===== src/rtl/seg7_scan_if.sv =====
// seg7_scan_if: digit/load inputs and pin-level outputs of the 7-segment scan driver.
// The master drives the digits, dp_mask and load; the slave (the driver) drives the pins.
interface seg7_scan_if;
  logic [3:0] digit0;
  logic [3:0] digit1;
  logic [3:0] digit2;
  logic [3:0] digit3;
  logic [3:0] dp_mask;
  logic       load;
  logic [6:0] seg;
  logic       dp;
  logic [3:0] an;
  logic       frame_done;

  modport master (
    output digit0, digit1, digit2, digit3, dp_mask, load,
    input  seg, dp, an, frame_done
  );

  modport slave (
    input  digit0, digit1, digit2, digit3, dp_mask, load,
    output seg, dp, an, frame_done
  );
endinterface


===== src/rtl/seg7_scan_driver.sv =====
// seg7_scan_driver: time-multiplexed 4-digit 7-segment driver.
// Digits are captured into a shadow register on load and copied to the displayed
// register only at frame boundaries, so a frame never shows a mix of old and new digits.
// Each digit slot starts with BLANK_CYC cycles of all anodes off to suppress ghosting.
// Optional build macro: LEADING_ZERO_BLANK_EN blanks leading zeros on digits 3..1.
module seg7_scan_driver #(
  parameter int REFRESH_DIV    = 50000,
  parameter int BLANK_CYC      = 16,
  parameter bit SEG_ACTIVE_LOW = 1'b1,
  parameter bit AN_ACTIVE_LOW  = 1'b1
) (
  input logic       clk,
  input logic       reset,
  seg7_scan_if.slave bus
);

  localparam int              PC_W     = (REFRESH_DIV > 2) ? $clog2(REFRESH_DIV) : 1;
  localparam logic [PC_W-1:0] PC_LAST  = PC_W'(REFRESH_DIV - 1);
  localparam logic [PC_W-1:0] PC_BLANK = PC_W'(BLANK_CYC);
  localparam logic [6:0]      SEG_OFF  = SEG_ACTIVE_LOW ? 7'h7F : 7'h00;
  localparam logic            DP_OFF   = SEG_ACTIVE_LOW;
  localparam logic [3:0]      AN_OFF   = AN_ACTIVE_LOW ? 4'hF : 4'h0;

  logic [PC_W-1:0] pc;
  logic [1:0]      slot;
  logic            pc_last;
  logic            boundary;

  logic [3:0][3:0] in_dig;
  logic [3:0][3:0] shadow_dig;
  logic [3:0][3:0] disp_dig;
  logic [3:0]      shadow_dp;
  logic [3:0]      disp_dp;
  logic            pending;

  logic [3:0]      lz_mask;
  logic [6:0]      seg_hi;
  logic [3:0]      an_hi;

  logic [6:0]      seg_q;
  logic            dp_q;
  logic [3:0]      an_q;
  logic            frame_done_q;

  assign in_dig   = {bus.digit3, bus.digit2, bus.digit1, bus.digit0};
  assign pc_last  = (pc == PC_LAST);
  assign boundary = pc_last && (slot == 2'd3);

  function automatic logic [6:0] decode(input logic [3:0] d);
    case (d)
      4'h0: decode = 7'h3F;
      4'h1: decode = 7'h06;
      4'h2: decode = 7'h5B;
      4'h3: decode = 7'h4F;
      4'h4: decode = 7'h66;
      4'h5: decode = 7'h6D;
      4'h6: decode = 7'h7D;
      4'h7: decode = 7'h07;
      4'h8: decode = 7'h7F;
      4'h9: decode = 7'h6F;
      4'hA: decode = 7'h77;
      4'hB: decode = 7'h7C;
      4'hC: decode = 7'h39;
      4'hD: decode = 7'h5E;
      4'hE: decode = 7'h79;
      default: decode = 7'h71;
    endcase
  endfunction

`ifdef LEADING_ZERO_BLANK_EN
  logic z3, z2, z1;
  assign z3 = (disp_dig[3] == 4'h0);
  assign z2 = z3 && (disp_dig[2] == 4'h0);
  assign z1 = z2 && (disp_dig[1] == 4'h0);
  // Digit 0 is always shown, so its mask bit is tied low.
  assign lz_mask = {z3, z2, z1, 1'b0};
`else
  assign lz_mask = 4'h0;
`endif

  // Active-high segment pattern and anode select for the slot being scanned.
  always_comb begin
    seg_hi = lz_mask[slot] ? 7'h00 : decode(disp_dig[slot]);
    an_hi  = 4'b0001 << slot;
  end

  // Prescaler wraps every REFRESH_DIV cycles and advances the digit slot.
  always_ff @(posedge clk) begin
    if (reset) begin
      pc   <= '0;
      slot <= 2'd0;
    end else if (pc_last) begin
      pc   <= '0;
      slot <= slot + 2'd1;
    end else begin
      pc <= pc + PC_W'(1);
    end
  end

  // Shadow capture and frame-synchronous transfer; a load on the boundary bypasses the shadow.
  always_ff @(posedge clk) begin
    if (reset) begin
      shadow_dig <= '0;
      shadow_dp  <= 4'h0;
      disp_dig   <= '0;
      disp_dp    <= 4'h0;
      pending    <= 1'b0;
    end else if (boundary && bus.load) begin
      shadow_dig <= in_dig;
      shadow_dp  <= bus.dp_mask;
      disp_dig   <= in_dig;
      disp_dp    <= bus.dp_mask;
      pending    <= 1'b0;
    end else if (boundary && pending) begin
      disp_dig <= shadow_dig;
      disp_dp  <= shadow_dp;
      pending  <= 1'b0;
    end else if (bus.load) begin
      shadow_dig <= in_dig;
      shadow_dp  <= bus.dp_mask;
      pending    <= 1'b1;
    end
  end

  // Registered pin drive: blanking gap at the start of each slot, then one anode on.
  always_ff @(posedge clk) begin
    if (reset) begin
      an_q         <= AN_OFF;
      seg_q        <= SEG_OFF;
      dp_q         <= DP_OFF;
      frame_done_q <= 1'b0;
    end else begin
      frame_done_q <= boundary;
      if (pc < PC_BLANK) begin
        an_q  <= AN_OFF;
        seg_q <= SEG_OFF;
        dp_q  <= DP_OFF;
      end else begin
        an_q  <= AN_ACTIVE_LOW ? ~an_hi : an_hi;
        seg_q <= SEG_ACTIVE_LOW ? ~seg_hi : seg_hi;
        dp_q  <= SEG_ACTIVE_LOW ? ~disp_dp[slot] : disp_dp[slot];
      end
    end
  end

  assign bus.seg        = seg_q;
  assign bus.dp         = dp_q;
  assign bus.an         = an_q;
  assign bus.frame_done = frame_done_q;

endmodule


===== src/flat_wrapper.sv =====
// flat-port wrapper written by rule: the top's interface ports become plain ports
module seg7_scan_driver_flat 
#(
  parameter int REFRESH_DIV    = 50000,
  parameter int BLANK_CYC      = 16,
  parameter bit SEG_ACTIVE_LOW = 1'b1,
  parameter bit AN_ACTIVE_LOW  = 1'b1
)
  (clk, reset, bus_digit0, bus_digit1, bus_digit2, bus_digit3, bus_dp_mask, bus_load, bus_seg, bus_dp, bus_an, bus_frame_done);
  seg7_scan_if bus_i ();
  input logic clk;
  input logic reset;
  input wire logic [$bits(bus_i.digit0)-1:0] bus_digit0;
  input wire logic [$bits(bus_i.digit1)-1:0] bus_digit1;
  input wire logic [$bits(bus_i.digit2)-1:0] bus_digit2;
  input wire logic [$bits(bus_i.digit3)-1:0] bus_digit3;
  input wire logic [$bits(bus_i.dp_mask)-1:0] bus_dp_mask;
  input wire logic [$bits(bus_i.load)-1:0] bus_load;
  output wire logic [$bits(bus_i.seg)-1:0] bus_seg;
  output wire logic [$bits(bus_i.dp)-1:0] bus_dp;
  output wire logic [$bits(bus_i.an)-1:0] bus_an;
  output wire logic [$bits(bus_i.frame_done)-1:0] bus_frame_done;
  assign bus_i.digit0 = bus_digit0;
  assign bus_i.digit1 = bus_digit1;
  assign bus_i.digit2 = bus_digit2;
  assign bus_i.digit3 = bus_digit3;
  assign bus_i.dp_mask = bus_dp_mask;
  assign bus_i.load = bus_load;
  assign bus_seg = bus_i.seg;
  assign bus_dp = bus_i.dp;
  assign bus_an = bus_i.an;
  assign bus_frame_done = bus_i.frame_done;
  seg7_scan_driver #(.REFRESH_DIV(REFRESH_DIV), .BLANK_CYC(BLANK_CYC), .SEG_ACTIVE_LOW(SEG_ACTIVE_LOW), .AN_ACTIVE_LOW(AN_ACTIVE_LOW)) u_core (.clk(clk), .reset(reset), .bus(bus_i));
endmodule

===== config.mk =====
export PLATFORM = sky130hd
export DESIGN_NAME = seg7_scan_driver_flat
export DESIGN_NICKNAME = d
export VERILOG_FILES = /design/src/rtl/seg7_scan_if.sv /design/src/rtl/seg7_scan_driver.sv /design/src/flat_wrapper.sv
export SDC_FILE = /design/constraint.sdc
export NUM_CORES = 1
export LEC_CHECK = 0
export ABC_AREA = 1
export CAP_MARGIN = 10
export CELL_PAD_IN_SITES_DETAIL_PLACEMENT = 1
export CELL_PAD_IN_SITES_GLOBAL_PLACEMENT = 2
export CORE_UTILIZATION = 34
export CTS_BUF_LIST = sky130_fd_sc_hd__clkbuf_16
export DETAILED_ROUTE_END_ITERATION = 10
export GPL_TIMING_DRIVEN = 0
export PLACE_DENSITY = 0.86
export SLEW_MARGIN = 20
export SYNTH_ARGS = -nofsm -noshare
export SYNTH_HDL_FRONTEND = slang
export SYNTH_SLANG_ARGS = --single-unit

===== constraint.sdc =====
create_clock -name clk -period 2.7 [get_ports clk]
set_input_delay 0.27 -clock clk [delete_from_list [all_inputs] [get_ports clk]]
set_output_delay 0.27 -clock clk [all_outputs]
set_load 0.05 [all_outputs]

* Word level (Yosys, flattened, before mapping)
Memory sizes are Yosys's and may differ from the RTL's.
Cells that the tools add are included.
** Cells by class
- Equal/unequal tests :: 3
- Reductions and logical operators :: 9
- Muxes and demuxes :: 17
- Bitwise operators :: 3
- Add/sub/neg operators :: 2
- Magnitude comparators :: 2
- Shift operators :: 1
** Operator list (number)
- $mux 16 :: 5
- $mux 4 :: 6
- $add 16x1->16 const B :: 1
- $eq 16x16->1 const B :: 1
- $lt 16x5->1 const B :: 1
- $bmux 4 s2 :: 1
- $mux 7 :: 1
- $not 7->7 :: 1
- $bmux 1 s2 :: 2
- $not 4->4 :: 1
- $reduce_bool 2->1 :: 2
- $reduce_or 2->1 :: 2
- $shl 1x2->4 const A :: 1
- $logic_and 1x1->1 :: 3
- $lt 2x3->1 const B :: 1
- $reduce_or 3->1 :: 1
- $add 2x1->2 const B :: 1
- $eq 2x2->1 const B :: 1
- $mux 1 :: 2
- $ne 2x1->1 const B :: 1
- $reduce_and 2->1 :: 1
- $not 1->1 :: 1
** Storage, ports and cells
- Memories :: 1
- Logic and storage cells :: 55
- Register bits :: 72
- ROM bits :: 112
- Output and inout port bits :: 13
** Memories
- (name not given) :: words 16, bits a word 7, rd ports 1, clocked after memory_dff 0, write ports 0, line seg7_scan_driver.sv:50 : case (d)

* Depth between registers and ports, before layout
Gate-level depths: netlist (run 1).
- Depth in word-level cells :: 5
- Mapped depth :: 11
- Gate-level depth less buffers :: 10

* Worst setup path after synthesis (run 1)
No wires, ideal clock.
- Path type :: reg2reg
- Start :: register u_core.slot[0]
- End :: register u_core.seg_q[0] (netlist: u_core.bus.seg[0])
- Cell stages (with the launch flop) :: 12
- Setup time :: 0.124 ns
- Period minus slack after synthesis :: 1.624 ns
- Path buffers :: 1
- Setup slack :: 1.076 ns
- Arrival :: 1.500 ns
- Required time :: 2.576 ns
- Cells stage by stage :: dfxtp_1 > inv_1 > buf_2 > nand2_1 > nand3_1 > nand2_1 > inv_1 > ha_1 > inv_1 > nor3_1 > nor2_1 > nand3_1
** On the way
- Word-level cells in the longest chain between the ends :: 5
- Elaborated cells between the ends (all ways) :: 7
- Classes of those cells :: mux (5); bitwise (1); memory (1)
** Ends and longest elaborated chain
- start, declared :: line seg7_scan_driver.sv:25 : logic [1:0] slot;
- start signal, assigned :: line seg7_scan_driver.sv:94 : slot <= slot + 2'd1;
- $bmux 4 s2 :: line seg7_scan_driver.sv:83 : seg_hi = lz_mask[slot] ? 7'h00 : decode(disp_dig[slot]);
- $mux 4 (not written as such) :: line seg7_scan_driver.sv:83
- $mem_v2 16x7
- $mux 7 (*) :: line seg7_scan_driver.sv:83
- $not 7->7 (*) :: line seg7_scan_driver.sv:140 : seg_q <= SEG_ACTIVE_LOW ? ~seg_hi : seg_hi;
- end signal, assigned :: line seg7_scan_driver.sv:140
- end, declared :: line seg7_scan_driver.sv:40 : logic [6:0] seg_q;
Mark *: on every way between the ends. The rest lies on a longest branch, timed or not. The select of a mux whose other input is x is not followed.
A chain may end at the register's enable or synchronous reset.

* Final worst setup path (run 1)
Same ends and word-level chain as after synthesis.

==> results summary, run 1 <==
The cell area after technology mapping came out at 3441 µm². For this run the aggregate overflow at the end of global routing stands at 0. The initial antenna violation count is 0. The number of synthesized register bits is 72.

The net count of the finished layout is 564. The count of clock tree sinks came out at 72. The max-capacitance violation count came out at 0. Data arrives at the worst endpoint at 2.20 ns. By area the synthesized netlist is led by dfxtp_1, nand2_1, nand3_1. The final count of hold timing violations came to 0. The period utilization is 73.55%.

The most used flip-flop cell after synthesis is dfxtp_1. Across the routed clock network, the largest skew measured is 0.006973 ns. The path class of the tightest hold or removal check is in -> reg.

The setup slack after layout is 0.7142 ns. The leading area contributor after synthesis is dfxtp_1. The setup total negative slack came out at 0 ns.

The most common cell in the synthesized netlist is nand2_1. The number of hold buffers added after CTS was 0. The final routed wire length divided by cell count is 14.46 µm. The CTS H-tree depth is 3.

Measured along the x axis, the die boundary spans 102.6 µm. The count of pins on the block boundary came out at 36. The sum of met2 wire segment lengths after detailed routing came out at 4605 µm.

In this run the standard cell core region covers 9774 µm². Port buffering added 34 buffers. Of all flip-flops after synthesis, the portion carrying an async set or reset was 0%. At the pin with the least slew margin, the transition time is 0.5952 ns. The number of vias in the routed layout is 3275. The count of cell types in the netlist came out at 31.

The fraction of final layout cells with drive strength greater than 1 came out at 9.925%. Setup repair after global routing left no endpoint under its margin. The clock reaches the later pin of the worst-skew pair after 0.34 ns. The final critical path time including I/O delays and setup is 1.986 ns. Sorting the synthesized cells by how often they occur yields nand2_1, dfxtp_1, nand3_1. The average vias per placed instance came out at 4.910. For this run, the share of the core covered by cells in the final layout is 43.23%. The vertical die dimension is 102.6 µm. The maximum number of buffers from clock root to sink is 2. STA classifies the critical path startpoint as a flip-flop.

The critical path is of the reg -> reg type. The count of yosys warnings during synthesis is 0. Setup violations remaining at the end of the flow were counted as 0. The number of buffers added for setup after CTS is 0. The number of filler instances in the final layout is 1245. For this design the ratio of total power to cell area is 556.4 nW/µm². The wire length on met3 came out at 291 µm. The largest voltage drop on the vdd net came out at 0.3210 mV. Once the clock tree was built, the resizer swapped 0 gates to a different size. The antenna diode instance count came out at 0. The weighted congestion reported at the end of routability-driven placement is 0.7694. The number of DRC markers in iteration 0 is 76. Entering global routing, the biggest net connects 12 pins. The average instance area after synthesis came out at 7.094 µm². In the synthesized netlist, the number of instances is 485. The clock slew at the register clock pins of the worst setup and hold paths is 0.06 ns. The endpoint required time on the critical path came out at 2.91 ns. The initialized floorplan defines 36 standard-cell rows. TritonCTS built the clock tree. The number of nets in the synthesized netlist is 519. The pre-CTS setup slack is 0.7141 ns. The first-pass GRT wire length is 16370 µm.

The standby leakage power came out at 1.879 nW. The HPWL reported at the end of detailed placement is 6991 µm. The share of the Yosys chip area taken by registers is 41.89%. The wire length on met1 is 4551 µm.

The highest layer touched by signal routing is met4. The via count of the first global-routing pass was 3356. The max-slew headroom at the worst pin came out at 60.32%. The highest clock frequency the design can meet is 0.5036 GHz. Global routing consumed, over all layers together, 20.63% of the routing resources. The number of enable-type register cells in the synthesized netlist is 0. The run finished with clean final reports.

The number of clock buffers added by TritonCTS is 9. The number of iterations in the first detailed-routing pass came out at 4. The die area is 10530 µm². The register-to-register path setup slack came out at 0.71 ns.

The max-slew violation count is 0. STA classifies the critical path endpoint as a flip-flop. The share of synthesized area in the top cell type comes to 41.89%. The count of unresolved DRC violations after routing is 0. The sequential standard cell area came out at 1441 µm². In this run the remaining antenna-violating nets after routing total 0. After detailed routing, the total wire length is 9648 µm. The multi-input combinational cell area came out at 1677 µm². The maximum net fanout on the critical path is 11. From synthesis to final layout, the design area changed by 22.80%.

The CTS root buffer is clkbuf_16. The effective utilization at floorplan is 35.20%.
layout by cell type, fill, tap and decap left out, types with 8 or more instances in the layout:
cell type,count
nand2_1,138
buf_2,12
inv_1,44
dfxtp_1,72
ha_1,11
clkbuf_16,9
a21oi_1,26
clkbuf_1,8
nand4_1,28
nor2_1,38
clkdlybuf4s50_1,34
o21ai_0,19
inv_2,10
nand3_1,45
stage by stage:
step	std cells	cell area (µm²)	total power, W	hold WS, ns
2_1_floorplan	485	3441	0.001176	0.4049
3_3_place_gp	652	3948	0.001232	0.4293
3_5_place_dp	652	3948	0.001237	0.4474
4_1_cts	667	4225	0.002383	0.3284
5_1_grt	667	4225	0.002441	0.3407
6_report	667	4225	0.002351	0.3314
worst max-delay path, stage by stage, from the launching register on:
cell and delay, ns:
dfxtp_1 0.43, inv_1 0.09, buf_2 0.21, nand2_1 0.08, nand3_1 0.08, nand2_1 0.22
inv_1 0.10, ha_1 0.24, inv_1 0.11, nor3_1 0.06, nor2_1 0.16, nand3_1 0.09
metal layers:
layer | track usage [%] | vias to the layer above
li1 | - | 1649
met1 | 25.51 | 1557
met2 | 34.72 | 52
met3 | 4.678 | 17
met4 | 8.242 | 0
met5 | 0 | -
flip-flops by register name (all words and copies together), names as in the netlist:
name and flops:
u_core.disp_dig 16, u_core.pc 16, u_core.shadow_dig 16, u_core.bus.seg 7, u_core.bus.an 4, u_core.disp_dp 4, u_core.shadow_dp 4, u_core.slot 2
u_core.bus.dp 1, u_core.bus.frame_done 1, u_core.pending 1
area by class of cell:
| type | count | share of cell area (%) |
|---|---|---|
| buffer | 23 | 2.843 |
| clock buffer | 9 | 5.330 |
| clock inverter | 6 | 1.244 |
| inverter | 54 | 4.797 |
| multi-input combinational | 336 | 39.68 |
| sequential | 72 | 34.11 |
| tap | 133 | 3.938 |
| timing repair buffer | 34 | 8.054 |
kinds of logic (layout without fill, tap and decap cells):
logic type / Yosys count / after routing / share of synthesized area (%)
simple gates: 272 / 272 / 36.26
fa+ha+maj: 11 / 11 / 4.000
xor+xnor: 5 / 5 / 1.273
buf+inv: 77 / 126 / 9.382
flops: 72 / 72 / 41.89
compound gates: 48 / 48 / 7.200
path summary, 6_finish.rpt:
kind | startpoint | endpoint | cells past startpoint
max | u_core.slot[0]$_SDFFE_PP0P_ | u_core.bus.seg[0]$_SDFF_PP1_ | 11
min | reset | u_core.shadow_dig[4]$_SDFFE_PP0P_ | 2
max reg2reg | u_core.slot[0]$_SDFFE_PP0P_ | u_core.bus.seg[0]$_SDFF_PP1_ | 11
min reg2reg | u_core.pc[0]$_SDFF_PP0_ | u_core.pc[0]$_SDFF_PP0_ | 1
power by group:
part / total, W / switching (W) / internal, W
Clock: 0.00114 / 0.000439 / 0.000698
Sequential: 0.00110 / 0.0000125 / 0.00109
Combinational: 0.000115 / 0.0000664 / 0.0000490
Power figures use the tool's default switching activity.
==> inputs of run 2 (changes only) <==
Settings changed: CORE_UTILIZATION 34 to 29, PLACE_DENSITY 0.86 to 0.79.
Clock period 2.7 ns to 1.6 ns, I/O delays scaled along.
==> run 2 against run 1 <==
Power grew 62%. Design area grew 5.4%. Combinational power up 73%. Via count increased by 1.0%. Utilization decreased by 4.4 points. Wire length up 6.4%. Critical path type unchanged. Sequential share of layout area fell by 1.5 points. Critical path depth fell by 1. Setup slack worse by 0.66 ns. Sequential power rose by 69%. First-iteration DRC count up 46%. Sequential cell count unchanged.
==> results summary, run 2 (synthesis gave the netlist of run 1 again) <==
After global routing the overflow that remains totals 0. In this run the clock root is driven by a clkbuf_16. Setup slack on the worst reg-to-reg path comes out at 0.05 ns. Relative to the synthesized area, the layout overhead comes to 29.38%.

The number of iterations in the first detailed-routing pass came out at 4. The vertical die dimension is 110.9 µm. The die extent in x is 110.9 µm.

The count of unresolved DRC violations after routing is 0. Summed over all cells, the static leakage comes to 1.927 nW. The number of vias in the routed layout is 3309.

The period utilization came out at 96.67%. The area of the core region is 11470 µm². Across all setup checks in the final design, the least slack found is 0.05335 ns. The number of buffers added by the clock tree synthesis step came out at 9. Prior to clock tree synthesis, the placed netlist has a worst setup slack of -0.3257 ns. The critical path is of the reg -> reg type. Setup repair after global routing could not meet its margin everywhere. 36 I/O pins were placed. The uppermost layer routed is met4.

The run finished with clean final reports. The final core utilization is 38.82%. IR analysis of the VDD net gives a maximum drop of 0.7061 mV. In the layout the commonest cells are nand2_1, dfxtp_1, inv_1.

The insertion delay to the later sink of the worst-skew pair came out at 0.34 ns. The antenna diode instance count is 0. The maximum net fanout on the critical path is 10. Following the worst setup path forward leads to its endpoint at u_core.bus.seg[3]$_SDFF_PP1_. The wire length on met3 came out at 322 µm. The final routed wire length divided by cell count is 14.98 µm. The floorplan row count is 39. Setup total negative slack on the finished layout was measured at 0 ns.

The type of the worst min-delay path is in -> reg. The number of endpoints failing setup at the final stage is 0. The die area came out at 12300 µm².

In this run the worst setup path begins at u_core.slot[0]$_SDFFE_PP0P_. The number of hold buffers added after cts is 0. The total global routing track utilization came out at 17.46%. STA classifies the critical path startpoint as a flip-flop. In this run the number of H-tree levels came out at 3. The final-stage net count came out at 573. In this run the critical register-to-register path is captured at u_core.bus.seg[3]$_SDFF_PP1_. Clock-pin slew was measured on the worst setup and hold paths at 0.06 ns. Walking the worst path, the cells encountered are buf_8, a21oi_2, o21ai_2, nand2_4, inv_4, ha_2, nand2_1, o21ai_0, nand2_1, nand3_1. The power per cell area is 853.6 nW/µm². The slowest stage of the critical path belongs to the cell dfxtp_4. The startpoint identified for the worst register-to-register timing path is u_core.slot[0]$_SDFFE_PP0P_.

The via count of the first global-routing pass came out at 3407. The largest clock skew in the final design is 0.006082 ns. TritonCTS built the clock tree. The wire length on met1 is 4797 µm. In this run the deepest clock path goes through 2 buffers. The worst-margin pin slew came out at 0.5626 ns. Counting cells, the worst reg-to-reg path comes to 10. The total length of routed wires is 10260 µm. Counting stages on the worst path, the most repeated cell is nand2_1. The worst setup path is captured at a flip-flop. The count of input and output buffers is 34. The largest net degree at the start of global routing came out at 11.

The max-capacitance violation count is 0. The effective utilization at floorplan came out at 30.01%. The sum of met2 wire segment lengths after detailed routing came out at 5000 µm. The library cell used most frequently in the layout, excluding fill and tap cells, is nand2_1. The smallest clock period supported by the final layout is computed as 1.547 ns.

Based on the critical path, the design can be clocked at up to 0.6466 GHz. After legalization and detailed placement, the total HPWL measured 6992 µm. The largest registers in the layout are u_core.disp_dig x16, u_core.pc x16, u_core.shadow_dig x16. The first global-routing pass estimated 16960 µm of wire. The endpoint required time on the critical path came out at 1.82 ns. The fraction of final layout cells with drive strength greater than 1 came out at 16.97%. The final count of hold timing violations is 0.

STA puts the critical path data arrival time at 1.76 ns. The max-slew violation count is 0. Clock tree synthesis found a total of 72 sinks. The number of nets with antenna violations after detailed routing is 0. The weighted congestion reported at the end of routability-driven placement came out at 0.7925. The post-route total power is 0.003800 W. Headroom to the max-slew limit came out at 62.49%. The average vias per placed instance is 4.831. For this run, the slowest stage of the critical path takes 0.37 ns. The number of DRC markers in iteration 0 is 111. The initial antenna violation count was 0.
## run 2: cell types whose count changed in the layout (fill, tap and decap cells not counted), moves of 5 or more
cell / before / now
buf_2: 12 / 7
buf_4: 1 / 10
clkdlybuf4s50_1: 34 / 21
dfxtp_1: 72 / 66
dlygate4sd2_1: 0 / 13
ha_1: 11 / 5
nand3_1: 45 / 39
nand3_2: 0 / 5
## run 2: per-stage QoR
step,hold slack (ns),area [µm²],cells
floorplan,0.2949,3443,485
global placement,0.4286,3963,662
detailed placement,0.4474,3963,662
CTS,0.1865,4292,682
global route,0.2197,4452,685
finish,0.1986,4452,685
## run 2: where the power goes
group          internal (W)  switching (W)
combinational     0.0000865       0.000113
clock               0.00101       0.000739
sequential          0.00183      0.0000252
total               0.00292       0.000877
## run 2: metal layers
metal	global-route usage, %	vias to the layer above
met4	6.044	0
met2	29.73	42
li1	-	1670
met5	0	-
met1	21.60	1585
met3	3.937	12
## run 2: worst max-delay path: cells and delay by family, from the launching register on
family                     cells  cell delay, ns
AOI/OAI and AO/OA              3            0.32
and+or+nand+nor                4            0.35
buffers and inverters          2            0.21
adders and majority gates      1            0.18
DFF                            1            0.37
## run 2: how the worst min path moves through the flow
| stage | start | endpoint | slack (ns) | depth (start not counted) |
|---|---|---|---|---|
| after floorplan | bus_digit2[3] | u_core.shadow_dig[11]$_SDFFE_PP0P_ | 0.29 | 2 |
| after global placement | u_core.pc[0]$_SDFF_PP0_ | u_core.pc[0]$_SDFF_PP0_ | 0.43 | 1 |
| after detailed placement | u_core.pc[0]$_SDFF_PP0_ | u_core.pc[0]$_SDFF_PP0_ | 0.45 | 1 |
| after CTS | reset | u_core.bus.frame_done$_SDFF_PP0_ | 0.19 | 2 |
| after global routing | reset | u_core.bus.frame_done$_SDFF_PP0_ | 0.22 | 2 |
| final | reset | u_core.bus.frame_done$_SDFF_PP0_ | 0.20 | 2 |
## run 2: final cells by class
| type | count | area, µm² |
|---|---|---|
| Tap cell | 143 | 178.9 |
| Clock buffer | 9 | 225.2 |
| Fill cell | 1409 | 7015 |
| Multi-Input combinational cell | 336 | 1815 |
| Buffer | 22 | 147.6 |
| Sequential cell | 72 | 1454 |
| Clock inverter | 5 | 20.02 |
| Inverter | 54 | 214.0 |
| Timing Repair Buffer | 44 | 396.6 |
## run 2: timing repair
| action | in CTS | in global routing |
|---|---|---|
| gates cloned | 1 | 2 |
| pin swaps | 6 | 7 |
| gates resized for setup | 36 | 41 |
| setup buffers | 5 | 2 |
| endpoints found under the setup margin | 54 | 43 |
==> inputs of run 3 (changes only) <==
Settings changed: TNS_END_PERCENT set to 20.
==> run 3 against run 2 <==
Critical path depth did not move. Power up 0.16%. Design area unchanged. Global-route usage stayed put. Highest routed layer unchanged. Fmax about the same.
==> results summary, run 3 (synthesis gave the netlist of run 1 again) <==
The count of clock tree sinks came out at 72. In the final layout, flip-flops and latches occupy 1454 µm². Summed over all nets, the switching power comes to 0.0008829 W.

The floorplan row count is 39. STA classifies the critical path endpoint as a flip-flop. The maximum net fanout on the critical path came out at 10.

The type of the worst min-delay path is in -> reg. Routability-driven placement finished with a final weighted congestion of 0.7925. For this configuration, the core starts out at a cell density of 30.01%. The CTS H-tree depth is 3. Power spread over the standard cell area amounts to 854.9 nW/µm². The vertical die dimension came out at 110.9 µm. The initial antenna violation count came out at 0. In the final layout, the multi-input gates occupy 1815 µm². Wires add up to 10260 µm. The number of DRC markers in iteration 0 came out at 102. The floorplan step defined a die boundary enclosing 12300 µm². The worst-margin pin slew is 0.5630 ns.

Walking the worst path, the cells encountered are buf_8, a21oi_2, o21ai_2, nand2_4, inv_4, ha_2, nand2_1, o21ai_0, nand2_1, nand3_1. The maximum number of buffers from clock root to sink came out at 2. The number of buffers added by the clock tree synthesis step came out at 9. The switching share of power came out at 23.20%. Leaving out fill and tap cells, the most frequent cell in the layout is nand2_1.

The share of total power in the clock network came out at 46.0%. The number of nets with antenna violations after detailed routing came out at 0. Setup repair after global routing could not meet its margin everywhere. Cell internal power was estimated by the tool at 0.002923 W. The average vias per placed instance is 4.831. The first detailed-routing pass took 5 iterations. The net count of the finished layout is 573.

In the layout the commonest cells are nand2_1, dfxtp_1, inv_1. The final count of hold timing violations is 0. The final critical path time including I/O delays and setup is 1.547 ns. The repair_antennas step left the layout with diodes totalling 0. The HPWL reported at the end of detailed placement came out at 6992 µm. At the later pin of the worst-skew pair, clock insertion delay measures 0.34 ns.

VDD sags by at most 0.7061 mV. The part of the total power dissipated in combinational logic came out at 5.2%. Data on the critical path is required at its endpoint by 1.82 ns. The number of vias in the routed layout is 3309. The total overflow left after global routing is 0. The number of hold buffers added after cts came out at 0. Registers are responsible for 48.8% of the overall power. The first-pass GRT wire length came out at 16960 µm. The number of endpoints failing setup at the final stage came out at 0. Summed over all cells, the static leakage comes to 1.927 nW.

The number of filler instances in the final layout came out at 1409. The largest net degree at the start of global routing is 11. The largest clock skew in the final design came out at 0.006947 ns. The area of the core region is 11470 µm².

The worst setup path is launched from a flip-flop. The total global routing track utilization is 17.46%. The cell repeated most along the worst path is nand2_1. The area growth from synthesis to layout is 29.38%. TritonCTS built the clock tree.

The period utilization is 96.66%. The run finished with clean final reports. Across all hold checks on the routed design, the worst slack comes to 0.1984 ns. The setup total negative slack came out at 0 ns.

The count of pins on the block boundary is 36. In the final layout, the registers with the most flip-flops are u_core.disp_dig x16, u_core.pc x16, u_core.shadow_dig x16. The max-slew violation count is 0.

The worst setup path is of the reg -> reg kind. The die extent in x is 110.9 µm. The count of input and output buffers came out at 34. The tool flagged a number of max-cap violations equal to 0.

In this run the clock root is driven by a clkbuf_16. The data arrival time of the worst path is 1.76 ns. The via count of the first global-routing pass came to 3407. The worst stage delay on the critical path is 0.37 ns.

The max-slew headroom at the worst pin is 62.47%. The final routed wire length divided by cell count is 14.98 µm. The fraction of final layout cells with drive strength greater than 1 came out at 16.97%. The cell with the largest stage delay on the worst path is dfxtp_4.

The highest clock frequency the design can meet is 0.6466 GHz. The count of unresolved DRC violations after routing came out at 0. The clock slew at the register clock pins of the worst setup and hold paths came out at 0.06 ns.
[run 3: cell counts in the layout (fill, tap and decap cells not counted)]
Identical to the previous run, type by type.
[run 3: area by class of cell]
cell class | count | area share (%)
Tap cell | 143 | 4.019
Clock buffer | 9 | 5.059
Inverter | 54 | 4.806
Sequential cell | 72 | 32.66
Buffer | 22 | 3.316
Multi-Input combinational cell | 336 | 40.78
Clock inverter | 5 | 0.4497
Timing Repair Buffer | 44 | 8.909
[run 3: power by group through the flow]
stage / clock [W] / sequential [W] / combinational [W]
CTS: 0.00182 / 0.00185 / 0.000199
finish: 0.00175 / 0.00186 / 0.000199
global placement: 0 / 0.00189 / 0.000192
global route: 0.00187 / 0.00186 / 0.000226
floorplan: 0 / 0.00189 / 0.0000981
detailed placement: 0 / 0.00189 / 0.000198
[run 3: worst max-delay path: cells and delay by family, from the launching register on]
| family | cells | cell delay [ns] |
|---|---|---|
| DFF | 1 | 0.37 |
| and+or+nand+nor | 4 | 0.35 |
| AOI/OAI and AO/OA | 3 | 0.32 |
| buffers and inverters | 2 | 0.21 |
| adders and majority gates | 1 | 0.18 |
[run 3: final timing paths]
check | startpoint | to | cells past startpoint | slack [ns]
min reg2reg | u_core.pc[0]$_SDFF_PP0_ | u_core.pc[0]$_SDFF_PP0_ | 1 | 0.46
max reg2reg | u_core.slot[0]$_SDFFE_PP0P_ | u_core.bus.seg[3]$_SDFF_PP1_ | 10 | 0.05
max | u_core.slot[0]$_SDFFE_PP0P_ | u_core.bus.seg[3]$_SDFF_PP1_ | 10 | 0.05
min | reset | u_core.bus.frame_done$_SDFF_PP0_ | 2 | 0.20
[run 3: repair_timing]
action	CTS	global route
pin swaps	6	7
setup buffers	5	2
gates resized for setup	36	41
gates cloned	1	2
endpoints found under the setup margin	54	43
[run 3: layer usage]
metal / vias up / part of all wire, % / global-route usage [%]
li1: 1672 / - / -
met5: - / 0 / 0
met4: 0 / 1.4 / 6.044
met2: 33 / 49 / 29.73
met3: 12 / 2.5 / 3.937
met1: 1592 / 47 / 21.60
[run 3: metrics by stage]
step                      worst slack, ns  total power [W]  utilization (%)  instances  cell area (µm²)
after global routing             -0.01501         0.003958            38.82        685             4452
after global placement            -0.2815         0.002082            34.56        662             3963
after CTS                       0.0003413         0.003872            37.43        682             4292
after detailed placement          -0.3257         0.002090            34.56        662             3963
after floorplan                   0.02439         0.001984                -        485             3443
final                             0.05346         0.003806            38.82        685             4452
